`src/rtl/truth_table_scanner.sv`:
```
// Truth-table scanner: walks a 4-bit vector {a,b,c,d} through 0..15, waits
// SETTLE cycles per vector and captures three downstream outputs into
// 16-bit tables.
// Optional feature macro: SCAN_SINGLE_STEP_EN adds a 'step' input. When it is
// defined, the scanner parks in CAPTURE until step=1 before moving to the
// next vector.
module truth_table_scanner #(
  parameter int SETTLE = 2
) (
  input  logic        clk,
  input  logic        rst,
  input  logic        start,
  input  logic        f1,
  input  logic        f2,
  input  logic        f3,
`ifdef SCAN_SINGLE_STEP_EN
  input  logic        step,
`endif
  output logic        a,
  output logic        b,
  output logic        c,
  output logic        d,
  output logic        busy,
  output logic        done,
  output logic [15:0] tab_f1,
  output logic [15:0] tab_f2,
  output logic [15:0] tab_f3
);

  typedef enum logic [1:0] {IDLE, DRIVE, CAPTURE, DONE} state_t;

  // Last settle-count value spent in DRIVE; unused when SETTLE is 0.
  localparam int          SETTLE_M1   = (SETTLE > 0) ? SETTLE - 1 : 0;
  localparam logic [3:0]  SETTLE_LAST = SETTLE_M1[3:0];
  // With no settle time, DRIVE is skipped and each vector is captured directly.
  localparam state_t      ADV_STATE   = (SETTLE == 0) ? CAPTURE : DRIVE;

  state_t     state, state_nxt;
  logic [3:0] vec, vec_nxt;
  logic [3:0] cnt, cnt_nxt;
  logic       advance;
  logic       cap_en;

`ifdef SCAN_SINGLE_STEP_EN
  logic       held;

  // Marks that this vector was already captured while waiting for step.
  always_ff @(posedge clk) begin
    if (rst) held <= 1'b0;
    else     held <= (state == CAPTURE) && !step;
  end

  assign advance = step;
  assign cap_en  = (state == CAPTURE) && !held;
`else
  assign advance = 1'b1;
  assign cap_en  = (state == CAPTURE);
`endif

  // State, vector index and settle counter registers.
  always_ff @(posedge clk) begin
    if (rst) begin
      state <= IDLE;
      vec   <= 4'd0;
      cnt   <= 4'd0;
    end else begin
      state <= state_nxt;
      vec   <= vec_nxt;
      cnt   <= cnt_nxt;
    end
  end

  // Next-state logic: settle in DRIVE, sample once in CAPTURE, stop at 15.
  always_comb begin
    state_nxt = state;
    vec_nxt   = vec;
    cnt_nxt   = cnt;
    case (state)
      IDLE: begin
        if (start) begin
          state_nxt = ADV_STATE;
          vec_nxt   = 4'd0;
          cnt_nxt   = 4'd0;
        end
      end
      DRIVE: begin
        if (cnt == SETTLE_LAST) begin
          state_nxt = CAPTURE;
          cnt_nxt   = 4'd0;
        end else begin
          cnt_nxt = cnt + 4'd1;
        end
      end
      CAPTURE: begin
        if (advance) begin
          cnt_nxt = 4'd0;
          if (vec == 4'd15) begin
            state_nxt = DONE;
          end else begin
            vec_nxt   = vec + 4'd1;
            state_nxt = ADV_STATE;
          end
        end
      end
      DONE: begin
        state_nxt = IDLE;
      end
      default: begin
        state_nxt = IDLE;
      end
    endcase
  end

  // Outputs decoded from the registered state; the vector is only driven mid-scan.
  always_comb begin
    busy         = 1'b0;
    done         = 1'b0;
    {a, b, c, d} = 4'b0000;
    case (state)
      DRIVE, CAPTURE: begin
        busy         = 1'b1;
        {a, b, c, d} = vec;
      end
      DONE: done = 1'b1;
      default: ;
    endcase
  end

  // Truth-table capture: one bit per vector, overwritten in place on each scan.
  always_ff @(posedge clk) begin
    if (rst) begin
      tab_f1 <= 16'h0000;
      tab_f2 <= 16'h0000;
      tab_f3 <= 16'h0000;
    end else if (cap_en) begin
      tab_f1[vec] <= f1;
      tab_f2[vec] <= f2;
      tab_f3[vec] <= f3;
    end
  end

endmodule

```
`config.mk`:
```
export PLATFORM = sky130hd
export DESIGN_NAME = truth_table_scanner
export DESIGN_NICKNAME = d
export VERILOG_FILES = /design/src/rtl/truth_table_scanner.sv
export SDC_FILE = /design/constraint.sdc
export NUM_CORES = 1
export LEC_CHECK = 0
export BUFFER_PORTS_ARGS = -buffer_cell sky130_fd_sc_hd__buf_4
export CORE_MARGIN = 4
export CORE_UTILIZATION = 53
export DETAILED_ROUTE_END_ITERATION = 7
export PLACE_DENSITY = 0.79
export SYNTH_ARGS = -nofsm -noshare
export SYNTH_HDL_FRONTEND = slang
export SYNTH_SLANG_ARGS = --single-unit
```
`constraint.sdc`:
```
create_clock -name clk -period 2.4 [get_ports clk]
set_input_delay 0.24 -clock clk [delete_from_list [all_inputs] [get_ports clk]]
set_output_delay 0.24 -clock clk [all_outputs]
set_load 0.1 [all_outputs]
```
==> results of run 1 <==
[Yosys cell counts, types with 2 or more instances]
master    count  area share [%]
and2_1        4             1.0
a311oi_1      2            0.71
nor2_1       53             8.1
nor2b_1       5             1.3
mux2i_1      49              20
nand3_1      10             2.0
ha_1         11             5.6
o21ai_0       2            0.41
clkbuf_1      8             1.2
or4_1         2            0.61
nand2b_1      2            0.51
inv_1         7             1.1
buf_2         4            0.82
nor3_2        3             1.2
a21oi_1       7             1.4
nand4_1       4             1.0
dfxtp_1      58              47
nand2_1       8             1.2
or3_2         2            0.61
[cells by family (layout without fill, tap and decap cells)]
| logic type | after synthesis | count (layout) | synth area share (%) |
|---|---|---|---|
| and+or+nand+nor | 97 | 97 | 18.84 |
| muxes | 49 | 49 | 20.01 |
| DFF | 58 | 58 | 47.37 |
| adders and majority gates | 11 | 11 | 5.615 |
| buffers and inverters | 20 | 84 | 3.421 |
| AOI/OAI and AO/OA | 17 | 17 | 4.748 |
[metal layers]
| layer | GRT usage [%] | wire length [µm] | vias up |
|---|---|---|---|
| met1 | 26.13 | 2594 | 923 |
| met2 | 27.57 | 2523 | 43 |
| met3 | 4.137 | 206 | 11 |
| met5 | 0 | 0 | - |
| met4 | 10.68 | 112 | 0 |
| li1 | - | - | 974 |
[registers in the layout (all words and copies together), names as in the netlist]
name    cells
cnt         4
state       2
tab_f1     16
tab_f2     16
tab_f3     16
vec         4
[power breakdown]
| part | switching [W] | leakage [nW] | internal (W) |
|---|---|---|---|
| combinational | 0.000442 | 1.01 | 0.000170 |
| clock | 0.000359 | 0.0872 | 0.000398 |
| sequential | 0.0000388 | 0.468 | 0.000996 |
[area by class of cell]
cell class / instances / area, µm² / area share, %
clock buffer: 13 / 148.9 / 4.826
clock inverter: 3 / 15.01 / 0.4866
inverter: 7 / 26.28 / 0.8516
multi-input combinational: 174 / 1211 / 39.25
sequential: 58 / 1161 / 37.63
tap: 52 / 65.06 / 2.109
timing repair buffer: 61 / 457.9 / 14.84
[through the flow]
| stage | power [W] | setup slack, ns | util [%] |
|---|---|---|---|
| 2_1_floorplan | 0.001536 | 0.2113 | - |
| 3_3_place_gp | 0.001650 | 0.5870 | 66.18 |
| 3_5_place_dp | 0.001665 | 0.5244 | 66.18 |
| 4_1_cts | 0.002422 | 0.4542 | 69.90 |
| 5_1_grt | 0.002522 | 0.3247 | 69.90 |
| 6_report | 0.002405 | 0.4646 | 69.90 |
[worst min-delay path, stage by stage]
cell     delay (ns)
buf_4          0.19
mux2i_1        0.09
nor2_1         0.07
[final timing paths]
| check | from | end | cells after the start |
|---|---|---|---|
| worst max-delay path | state[0] | a | 4 |
| worst min-delay path | f3 | tab_f3[7] | 3 |
| worst max register to register | state[0] | tab_f3[2] | 7 |
| worst min register to register | cnt[1] | cnt[1] | 2 |
==> flow_summary.toml, run 1 <==
[placed_design]
place.port_buffers = 59
dpl_cell_area_um2 = 2922
place_hpwl_mm = 3.744
dpl.cell_count = 352
place.gp.congestion = 0.8077

[logic_synthesis]
ys.flop_type = "dfxtp_1"
syn_area_um2 = 2451
synth_seq_cells = 58
synthCells = 252
ys_seq_area_share_pct = 47.37
ys_types = 30
async_flop_share_pct = 0
yosysWarningCount = 0
syn_avg_cell_area_um2 = 9.727
synthesis.nets = 269
synth_edf_count = 0

[drt]
ant_nets = 0
routed_wl_mm = 5.437
firstDrtPassIters = 4
num_vias = 1951
drc = 0
post_drt_wl_per_cell_um = 14.77
vias_per_cell = 5.302
drt-initial-drc-count = 122

[die]
die_h_um = 76.01
die_w_um = 76.01
rows = 24
io_pins = 60
design.core.area_um2 = 4414
initial_core_util_pct = 55.53
die_area_um2 = 5777

[cts]
clk_pin_slew_worst_paths_ns = 0.07
clock_path_buffers = 2
cts_hold_buf = 0
cts_resized = 0
clock_sinks = 58
worstSkewPairLatency_ns = 0.33
cts_setup_buffers = 0
cts_tree = "done"
cts_inserted_buffers = 9
cts_root_buf = "clkbuf_8"
htreeDepth = 3

[global_routing]
grt_max_degree = 60
grt_pass1_vias = 1891
grt_use_total_pct = 19.07
grt_pass1_wl_mm = 9.039
antenna_found_initial = 0
gr-total-overflow = 0

[worst_setup_path]
critPathMaxStageDelay_ns = 0.42
critical_path.slowest_cell = "dfxtp_1"
arrival_ns = 1.70
crit_type = "reg -> out"
start_kind = "register"
crit_fanout = 5
critPathRequiredTime_ns = 2.16
end_kind = "output port"
crit_chain = "inv_1 > ha_1 > and2_2 > buf_4"
crit_buf_inv = 2
r2r_slack_ns = 0.51
cp_top_family = "flip-flops"

[sta]
min_period_ns = 1.935
fmax_mhz = 516.7
drv_slew = 0
hold_violations = 0
maxSlewHeadroom_pct = 60.65
fin_skew_ns = 0.007887
hold-worst-slack_ns = 0.3046
post-route-period-util_pct = 80.64
finalSetupViolCount = 0
grt_setup_unrepaired = "false"
tightest_slew_ns = 0.5903
tns_ns = 0

[finish]
area_growth_pct = 25.88
fill_cells = 346
final-instance-count-excl-fill = 368
drive_gt1_share_pct = 26.90
antenna_cells = 0
final_area_um2 = 3085
nNetsFinal = 328
mostFrequentLayoutCells = "61 x buf_4, 58 x dfxtp_1, 53 x nor2_1, 49 x mux2i_1, 11 x ha_1"
layout_commonest_cell = "buf_4"

[worst_hold_path]
min_path_type = "in -> reg"

[pwr]
ir_worst_vdd_mv = 0.4642
power_leakage_nw = 1.562
power_density_nw_per_um2 = 779.3

[run]
max-cap-violations = 0

[status]
status = "finished, final reports clean"
Note: power is estimated with default switching activity, not from simulation.
==> inputs of run 2 (changes only) <==
--- a/config.mk
+++ b/config.mk
@@ -7,9 +7,9 @@
 export LEC_CHECK = 0
 export BUFFER_PORTS_ARGS = -buffer_cell sky130_fd_sc_hd__buf_4
 export CORE_MARGIN = 4
-export CORE_UTILIZATION = 53
+export CORE_UTILIZATION = 52
 export DETAILED_ROUTE_END_ITERATION = 7
-export PLACE_DENSITY = 0.79
+export PLACE_DENSITY = 0.78
 export SYNTH_ARGS = -nofsm -noshare
 export SYNTH_HDL_FRONTEND = slang
 export SYNTH_SLANG_ARGS = --single-unit
==> constraint.sdc (replaced) <==
create_clock -name clk -period 1.82 [get_ports clk]
set_input_delay 0.182 -clock clk [delete_from_list [all_inputs] [get_ports clk]]
set_output_delay 0.182 -clock clk [all_outputs]
set_load 0.1 [all_outputs]
==> run 2 against run 1 <==
Design area rose by 3.5%. Cell count is 0.82% higher. First-iteration DRC count is 1.6% lower. Highest routed layer unchanged. Worst setup slack worse by 0.34 ns. Flip-flop and latch count did not move. Register-to-register slack got worse by 0.37 ns.
==> flow_summary.toml, run 2 (synthesized netlist as in run 1, its figures left out) <==
[status]
status = "finished, final reports clean"

[cts]
cts_root_buf = "clkbuf_8"
cts_setup_buffers = 0
cts_tree = "done"
cts_hold_buf = 0
htreeDepth = 3
clock_sinks = 58
clk_pin_slew_worst_paths_ns = 0.06
cts_resized = 4
worstSkewPairLatency_ns = 0.33
cts_inserted_buffers = 9
clock_path_buffers = 2

[placed_design]
place.gp.congestion = 0.7891
dpl_cell_area_um2 = 2949
place_hpwl_mm = 3.720
dpl.cell_count = 355
place.port_buffers = 59

[global_routing]
grt_max_degree = 60
grt_use_total_pct = 19.68
grt_pass1_vias = 1998
antenna_found_initial = 0
gr-total-overflow = 0
grt_pass1_wl_mm = 9.363

[sta]
grt_setup_unrepaired = "false"
drv_slew = 0
tightest_slew_ns = 0.5873
min_period_ns = 1.695
fin_skew_ns = 0.006488
post-route-period-util_pct = 93.11
hold_violations = 0
fmax_mhz = 590.1
tns_ns = 0
finalSetupViolCount = 0
maxSlewHeadroom_pct = 60.85

[worst_setup_path]
cp_top_family = "flip-flops"
crit_type = "reg -> out"
crit_chain = "inv_1 > ha_2 > and2_2 > buf_6"
arrival_ns = 1.51
critPathMaxStageDelay_ns = 0.37
path_depth = 4
startpoint = "state[1]"
critical_path.slowest_cell = "dfxtp_2"
crit_fanout = 5
end_kind = "output port"
start_kind = "register"
r2r-start = "cnt[1]"
critPathRequiredTime_ns = 1.64
reg2reg_depth = 6
r2r_slack_ns = 0.14
crit_buf_inv = 2
reg2reg_to = "cnt[3]"

[pwr]
ir_worst_vdd_mv = 0.8118
total_power_w = 0.003487
power_leakage_nw = 1.600
power_density_nw_per_um2 = 1092

[worst_hold_path]
min_path_type = "in -> reg"
min-delay-start = "f1"
min_to = "tab_f1[4]"
holdPathStages = 3

[finish]
final_area_um2 = 3194
nNetsFinal = 331
reg_top3 = "tab_f1 (16), tab_f2 (16), tab_f3 (16)"
layout_commonest_cell = "buf_4"
area_growth_pct = 30.32
final-instance-count-excl-fill = 371
antenna_cells = 0
drive_gt1_share_pct = 30.09
fill_cells = 332
mostFrequentLayoutCells = "60 x buf_4, 56 x dfxtp_1, 53 x nor2_1, 49 x mux2i_1"

[run]
max-cap-violations = 0

[die]
die_area_um2 = 5876
io_pins = 60
initial_core_util_pct = 55.15
rows = 24
die_w_um = 76.66
design.core.area_um2 = 4444
die_h_um = 76.66

[drt]
vias_per_cell = 5.313
post_drt_wl_per_cell_um = 14.83
ant_nets = 0
routed_wl_mm = 5.501
num_vias = 1971
drt-initial-drc-count = 120
firstDrtPassIters = 4
drc = 0
run 2: per-layer routing:
layer | wire (µm) | track usage [%] | up-vias
met5 | 0 | 0 | -
met4 | 41 | 7.246 | 0
met3 | 392 | 8.431 | 6
met2 | 2601 | 30.93 | 58
met1 | 2466 | 23.97 | 925
li1 | - | - | 982
run 2: through the flow:
step	utilization, %	hold slack [ns]	setup slack [ns]
2_1_floorplan	-	0.2864	-0.04955
3_3_place_gp	66.36	0.4767	0.2130
3_5_place_dp	66.36	0.4854	0.1333
4_1_cts	71.62	0.2357	0.04100
5_1_grt	71.88	0.2459	0.01951
6_report	71.88	0.2449	0.1254
run 2: worst register-to-register path: stages, from the launching register on:
cell	delay [ns]
dfxtp_1	0.37
inv_1	0.06
ha_1	0.17
or3b_4	0.25
nand2_1	0.09
or4_1	0.51
a21oi_1	0.16
run 2: worst max-delay path by stage:
stage                         to  slack (ns)
after detailed placement  cnt[3]        0.13
final                          a        0.13
after global routing           a        0.02
after floorplan                a       -0.05
after CTS                      c        0.04
after global placement    cnt[3]        0.21
run 2: where the power goes:
| part | total [W] | internal (W) | switching (W) |
|---|---|---|---|
| Clock | 0.00131 | 0.000803 | 0.000503 |
| Sequential | 0.00136 | 0.00132 | 0.0000479 |
| Combinational | 0.000816 | 0.000236 | 0.000580 |
run 2: area by class of cell:
type                            count  area [µm²]  area share, %
Tap cell                           52       65.06          2.037
Timing Repair Buffer               64       495.5          15.51
Inverter                            7       26.28         0.8226
Sequential cell                    58        1164          36.43
Clock buffer                       11       141.4          4.426
Clock inverter                      5       77.57          2.429
Multi-Input combinational cell    174        1225          38.35
